## config.mk

```make
export PLATFORM = sky130hd
export DESIGN_NAME = n64adv2_vout_stage
export DESIGN_NICKNAME = d
export VERILOG_FILES = /design/src/rtl/n64adv2_vout_stage_pkg.sv /design/src/rtl/n64adv2_vout_stage_delay_line.sv /design/src/rtl/n64adv2_vout_stage.sv
export SDC_FILE = /design/constraint.sdc
export NUM_CORES = 1
export LEC_CHECK = 0
export ABC_CLOCK_PERIOD_IN_PS = 4000
export CORE_MARGIN = 2
export CORE_UTILIZATION = 49
export DETAILED_ROUTE_END_ITERATION = 16
export PLACE_DENSITY = 0.82
export SYNTH_ARGS = -nofsm -noshare
export SYNTH_HDL_FRONTEND = slang
export SYNTH_SLANG_ARGS = --single-unit
```

## constraint.sdc

```tcl
create_clock -name VCLK_Tx -period 4 [get_ports VCLK_Tx]
set_input_delay 1 -clock VCLK_Tx [delete_from_list [all_inputs] [get_ports VCLK_Tx]]
set_output_delay 1 -clock VCLK_Tx [all_outputs]
set_load 0.01 [all_outputs]
```

## src/rtl/n64adv2_vout_stage_pkg.sv

```systemverilog
// Shared definitions for the HDMI video output stage: FSM state encoding,
// legal parameter ranges and a range-check helper used at elaboration.
package n64adv2_vout_stage_pkg;

    typedef enum logic [1:0] {
        ST_MUTE = 2'b00,
        ST_WAIT = 2'b01,
        ST_RUN  = 2'b10
    } vout_state_e;

    localparam int PIPE_DEPTH_MIN  = 1;
    localparam int PIPE_DEPTH_MAX  = 4;
    localparam int MUTE_FRAMES_MIN = 1;
    localparam int MUTE_FRAMES_MAX = 15;

    localparam int FRAME_CNT_W = 4;

    function automatic logic in_range(input int val, input int lo, input int hi);
        return (val >= lo) && (val <= hi);
    endfunction

endpackage

```

## src/rtl/n64adv2_vout_stage_delay_line.sv

```systemverilog
// Register chain of configurable width and depth with asynchronous
// active-low clear. A depth of zero collapses to a plain wire.
module n64adv2_vout_stage_delay_line #(
    parameter int width = 1,
    parameter int depth = 1
) (
    input  logic             VCLK,
    input  logic             nVRST,
    input  logic [width-1:0] din,
    output logic [width-1:0] dout
);

    generate
        if (depth == 0) begin : g_wire
            logic unused_clk_rst;
            assign unused_clk_rst = VCLK ^ nVRST;
            assign dout = din;
        end else begin : g_regs
            logic [width-1:0] stage_r [depth];

            // shift the bus one stage per clock, clearing every stage on reset
            always_ff @(posedge VCLK or negedge nVRST) begin
                if (!nVRST) begin
                    for (int i = 0; i < depth; i++) begin
                        stage_r[i] <= '0;
                    end
                end else begin
                    stage_r[0] <= din;
                    for (int i = 1; i < depth; i++) begin
                        stage_r[i] <= stage_r[i-1];
                    end
                end
            end

            assign dout = stage_r[depth-1];
        end
    endgenerate

endmodule

```

## src/rtl/n64adv2_vout_stage.sv

```systemverilog
// Video output stage between the scaler and the ADV7513 pins.
// Pipelines syncs/DE/data by pipe_depth clocks, applies per-sync output
// polarity, forces blanking to zero and hides pixels behind a frame-aligned
// mute/unmute sequence. The last pipeline stage is the pin register.
//
//   state   | meaning
//   --------+--------------------------------------------------------------
//   ST_MUTE | mute requested; frame counter held at 0, pixels tagged muted
//   ST_WAIT | mute released; counting VSYNC_i rises up to mute_frames
//   ST_RUN  | live video passes through untouched
module n64adv2_vout_stage
    import n64adv2_vout_stage_pkg::*;
#(
    parameter int                         color_width_o = 8,
    parameter int                         pipe_depth    = 2,
    parameter int                         mute_frames   = 2,
    parameter logic [3*color_width_o-1:0] mute_color    = '0,
    parameter bit                         blank_zero    = 1'b1
) (
    input  logic                         VCLK_Tx,
    input  logic                         nVRST_Tx,
    input  logic                         mute_req_i,
    input  logic                         vs_pol_i,
    input  logic                         hs_pol_i,
    input  logic                         VSYNC_i,
    input  logic                         HSYNC_i,
    input  logic                         DE_i,
    input  logic [3*color_width_o-1:0]   VD_i,
    output logic                         VSYNC_o,
    output logic                         HSYNC_o,
    output logic                         DE_o,
    output logic [3*color_width_o-1:0]   VD_o,
    output logic                         muted_o
);

    localparam int vd_w   = 3 * color_width_o;
    localparam int pipe_w = vd_w + 4;
    localparam logic [FRAME_CNT_W-1:0] frames_target = FRAME_CNT_W'(mute_frames);

    generate
        if (!in_range(pipe_depth, PIPE_DEPTH_MIN, PIPE_DEPTH_MAX)) begin : g_bad_pipe_depth
            $error("n64adv2_vout_stage: pipe_depth must be within 1..4");
        end
        if (!in_range(mute_frames, MUTE_FRAMES_MIN, MUTE_FRAMES_MAX)) begin : g_bad_mute_frames
            $error("n64adv2_vout_stage: mute_frames must be within 1..15");
        end
    endgenerate

    vout_state_e            state_r, state_nx;
    logic [FRAME_CNT_W-1:0] frame_cnt_r, frame_cnt_nx;
    logic                   vs_prev_r;
    logic                   vs_rise;

    // Edge detect on the raw input so the polarity setting cannot fake a rise.
    assign vs_rise = VSYNC_i & ~vs_prev_r;

    // FSM state, frame counter, VSYNC history and the registered mute status
    always_ff @(posedge VCLK_Tx or negedge nVRST_Tx) begin
        if (!nVRST_Tx) begin
            state_r     <= ST_MUTE;
            frame_cnt_r <= '0;
            vs_prev_r   <= 1'b0;
            muted_o     <= 1'b1;
        end else begin
            state_r     <= state_nx;
            frame_cnt_r <= frame_cnt_nx;
            vs_prev_r   <= VSYNC_i;
            muted_o     <= (state_r != ST_RUN);
        end
    end

    // Next-state logic; a mute request always beats a coincident VSYNC rise.
    always_comb begin
        state_nx     = state_r;
        frame_cnt_nx = frame_cnt_r;
        unique case (state_r)
            ST_MUTE: begin
                frame_cnt_nx = '0;
                if (!mute_req_i) begin
                    state_nx = ST_WAIT;
                end
            end
            ST_WAIT: begin
                if (mute_req_i) begin
                    state_nx     = ST_MUTE;
                    frame_cnt_nx = '0;
                end else if (vs_rise) begin
                    if (frame_cnt_r != '1) begin
                        frame_cnt_nx = frame_cnt_r + 1'b1;
                    end
                    if (frame_cnt_r + 1'b1 == frames_target) begin
                        state_nx = ST_RUN;
                    end
                end
            end
            ST_RUN: begin
                if (mute_req_i) begin
                    state_nx     = ST_MUTE;
                    frame_cnt_nx = '0;
                end
            end
            default: begin
                state_nx     = ST_MUTE;
                frame_cnt_nx = '0;
            end
        endcase
    end

    // Stage 0: the mute tag is taken from the next state so that the pixel
    // sampled together with the deciding event already carries the new status.
    logic [pipe_w-1:0] s0_bus;
    logic [pipe_w-1:0] dl_bus;

    assign s0_bus = {(state_nx != ST_RUN),
                     VSYNC_i ^ vs_pol_i,
                     HSYNC_i ^ hs_pol_i,
                     DE_i,
                     VD_i};

    n64adv2_vout_stage_delay_line #(
        .width (pipe_w),
        .depth (pipe_depth - 1)
    ) u_delay_line (
        .VCLK  (VCLK_Tx),
        .nVRST (nVRST_Tx),
        .din   (s0_bus),
        .dout  (dl_bus)
    );

    logic            dl_tag, dl_vs, dl_hs, dl_de;
    logic [vd_w-1:0] dl_vd;
    logic [vd_w-1:0] vd_sel;

    assign dl_tag = dl_bus[vd_w+3];
    assign dl_vs  = dl_bus[vd_w+2];
    assign dl_hs  = dl_bus[vd_w+1];
    assign dl_de  = dl_bus[vd_w];
    assign dl_vd  = dl_bus[vd_w-1:0];

    // Pixel data source: blanking level first, then mute colour, else video.
    always_comb begin
        vd_sel = dl_vd;
        if (blank_zero && !dl_de) begin
            vd_sel = '0;
        end else if (dl_tag) begin
            vd_sel = mute_color;
        end
    end

    // Output (pin) register; syncs and DE pass regardless of mute to keep the link up.
    always_ff @(posedge VCLK_Tx or negedge nVRST_Tx) begin
        if (!nVRST_Tx) begin
            VSYNC_o <= 1'b0;
            HSYNC_o <= 1'b0;
            DE_o    <= 1'b0;
            VD_o    <= '0;
        end else begin
            VSYNC_o <= dl_vs;
            HSYNC_o <= dl_hs;
            DE_o    <= dl_de;
            VD_o    <= vd_sel;
        end
    end

endmodule

```

==> metrics.txt <==
Max IR drop VDD=294.1 uV; Post-synth EDFFs=0; drt via density=4.854; share of layout cells above drive strength 1=0.1127; Routed WL per cell=15.33 um; Synth Net Count=165; switching part of the total power=0.2136; max-cap violation count=0; CP Launch Type=register; Syn Area/Cell=15.69 um2; sequential power share=0.523; Final Hold Fails=0; DRT iter0 DRCs=73; critical path class=reg -> out; Reg2Reg Setup Slack=2410 ps; P&R area growth vs syn=40.96%; Max Slew Vio Count=0; leakage=1.286 nW; Root Buffer=clkbuf_8; DRC=0; post-synth cell types=35; hold_buf cts=0; status=completed; ys async rst share=1.000; HPWL Detailed=2.587 mm; initial antenna violation count=0; Cell Chain, Critical Path=clkdlybuf4s50_1; Int Pwr=0.9976 mW; largest net degree at the start of global routing=38; first-pass GRT wire length=5.816 mm; total die area=4729 um2; Worst Hold Class=reg -> reg; delay-heaviest family, CP=flip-flops; Inserted Diodes=0; cell taking the most area after synthesis=dfrtp_1; Buf/Inv on CP=1; Crit path arrival time=1360 ps; Critical Path Fanout Max=1; Clock power frac=0.427; Clock Sinks=63; Reg2Reg Depth=2; Core Rows=23; NumNets Final=233; Synth Cell Area=2056 um2; clock-pin slew on the worst setup and hold paths=70 ps; Worst R2R Start=u_delay_line.dout[27]$_DFF_PN0_; DR vias=1,233; IO Count=60; max incr delay on CP=520 ps; total CTS buffers=9; antenna-violating nets left=0; RSZ-0062 raised after global routing=no; latest clock arrival within the worst-skew pair=330 ps; final period utilization=0.5902; Worst Setup EP=muted_o; fill count=260; relative slew slack=0.2292; most frequent cell after synthesis=dfrtp_1; post-synth top area share=0.7547; synthesis-stage register bit count=63; sw power=0.2709 mW; Commonest cells post-synth=dfrtp_1 (62), and2_1 (24), nand2_1 (3), xor2_1 (3); cell depth of the worst setup path=1; PortBufs=59; final setup vio count=0; GRT Overall Usage=0.1866; worst path required time=3000 ps; clk_skew=8.056 ps; Pwr Total=1.268 mW; Seq/Total Area, Yosys=0.7675; total gr overflow=0; H-tree levels=3; DRT Pass-1 Iters=4; GP Congestion=0.8398; Worst-Margin Slew=1154 ps; Critical Path Slowest Stage Cell=dfstp_2; TritonCTS clock tree=built; total wire length=3.893 mm; Clock Path Buffers=2; cts repair resizes=0; Chip Width=68.77 um; Starting Density=0.5102; Post-CTS Setup Bufs=0; Critical Path Sink Type=output port; synth warn=0; cells after synthesis=131; Top FF cell, synth=dfrtp_1; setup TNS=0 ps; Peak Freq=0.4236 GHz; power density cells=437.7 nW/um2; Final min period=2361 ps; die height=68.77 um; Worst setup startpoint=muted_o$_DFF_PN1_; Core Box Area=4029 um2; Synth area leaders=dfrtp_1 (75%), and2_1 (7.3%), dfstp_2 (1.3%), xor2_1 (1.3%), ha_1 (1.2%); reg2reg end=VD_o[10]$_DFF_PN0_; number of global-route vias before repair=1,201; combinational group share of total power=0.050
[final cells by class]
type                       count  area, um2  share of cell area
tap                           50      62.56             0.02159
sequential                    63       1578              0.5445
clock inverter                 5      57.56             0.01986
clock buffer                  11      141.4             0.04879
inverter                       2      7.507            0.002591
timing repair buffer          60      593.1              0.2047
multi-input combinational     63      457.9              0.1580
[routing by layer]
layer | global-route usage | up-vias | share of wire
li1 | - | 577 | -
met1 | 0.2321 | 602 | 0.42
met2 | 0.2692 | 47 | 0.48
met3 | 0.09253 | 7 | 0.082
met4 | 0.09559 | 0 | 0.017
met5 | 0 | - | 0
[registers in the layout (all words and copies together) (netlist names)]
register,flops
state_r,2
DE_o,1
muted_o,1
VSYNC_o,1
HSYNC_o,1
vs_prev_r,1
frame_cnt_r,4
VD_o,24
u_delay_line.dout,28
[how the worst min path moves through the flow]
stage                                    to                            start  depth (start not counted)  slack (ps)
final                     VSYNC_o$_DFF_PN0_  u_delay_line.dout[26]$_DFF_PN0_                          0         350
after global routing      HSYNC_o$_DFF_PN0_  u_delay_line.dout[25]$_DFF_PN0_                          0         370
after CTS                 VSYNC_o$_DFF_PN0_  u_delay_line.dout[26]$_DFF_PN0_                          0         350
after detailed placement  VSYNC_o$_DFF_PN0_  u_delay_line.dout[26]$_DFF_PN0_                          0         340
after global placement    HSYNC_o$_DFF_PN0_  u_delay_line.dout[25]$_DFF_PN0_                          0         340
after floorplan           HSYNC_o$_DFF_PN0_  u_delay_line.dout[25]$_DFF_PN0_                          0         330
[cells in the final DEF (no fill, tap or decap), drive strengths merged, types with 2 or more instances in the layout]
cell	instances
nor2b	2
clkbuf	11
ha	2
xnor2	2
nand3	3
and2b	3
buf	2
xor2	3
nand4	2
clkdlybuf4s50	58
nand2	3
dfrtp	62
clkinvlp	3
inv	2
and2	24
[stage by stage]
step	hold slack, ps	instance area, um2	std cells	worst slack, ps	util
floorplan	331.2	2056	131	2248	-
global placement	335.3	2699	238	1653	0.6699
CTS	353.6	2898	254	1619	0.7193
finish	352.4	2898	254	1639	0.7193
global route	373.2	2898	254	1594	0.7193
detailed placement	337.9	2699	238	1597	0.6699
[kinds of logic (layout without fill, tap and decap cells)]
group / count (synthesis) / count (layout) / synth area share
AOI/OAI and AO/OA: 11 / 11 / 0.04565
adders and majority gates: 2 / 2 / 0.01217
xor gates and xnor gates: 5 / 5 / 0.02131
and+or+nand+nor: 45 / 45 / 0.1436
DFF: 63 / 63 / 0.7675
buffers and inverters: 5 / 78 / 0.009739
[worst reg2reg max path, delay by kind of cell (launching register included)]
kind          cells  cell delay (ps)
flops             1              380
simple gates      2             1150
[power groups by stage]
| stage | Combinational [mW] | Clock [mW] | Sequential [mW] |
|---|---|---|---|
| after global routing | 0.0702 | 0.584 | 0.665 |
| after floorplan | 0.0109 | 0 | 0.675 |
| after detailed placement | 0.0644 | 0 | 0.675 |
| final | 0.0634 | 0.541 | 0.664 |
| after CTS | 0.0650 | 0.549 | 0.664 |
| after global placement | 0.0624 | 0 | 0.675 |
(Power assumes the default switching activity.)
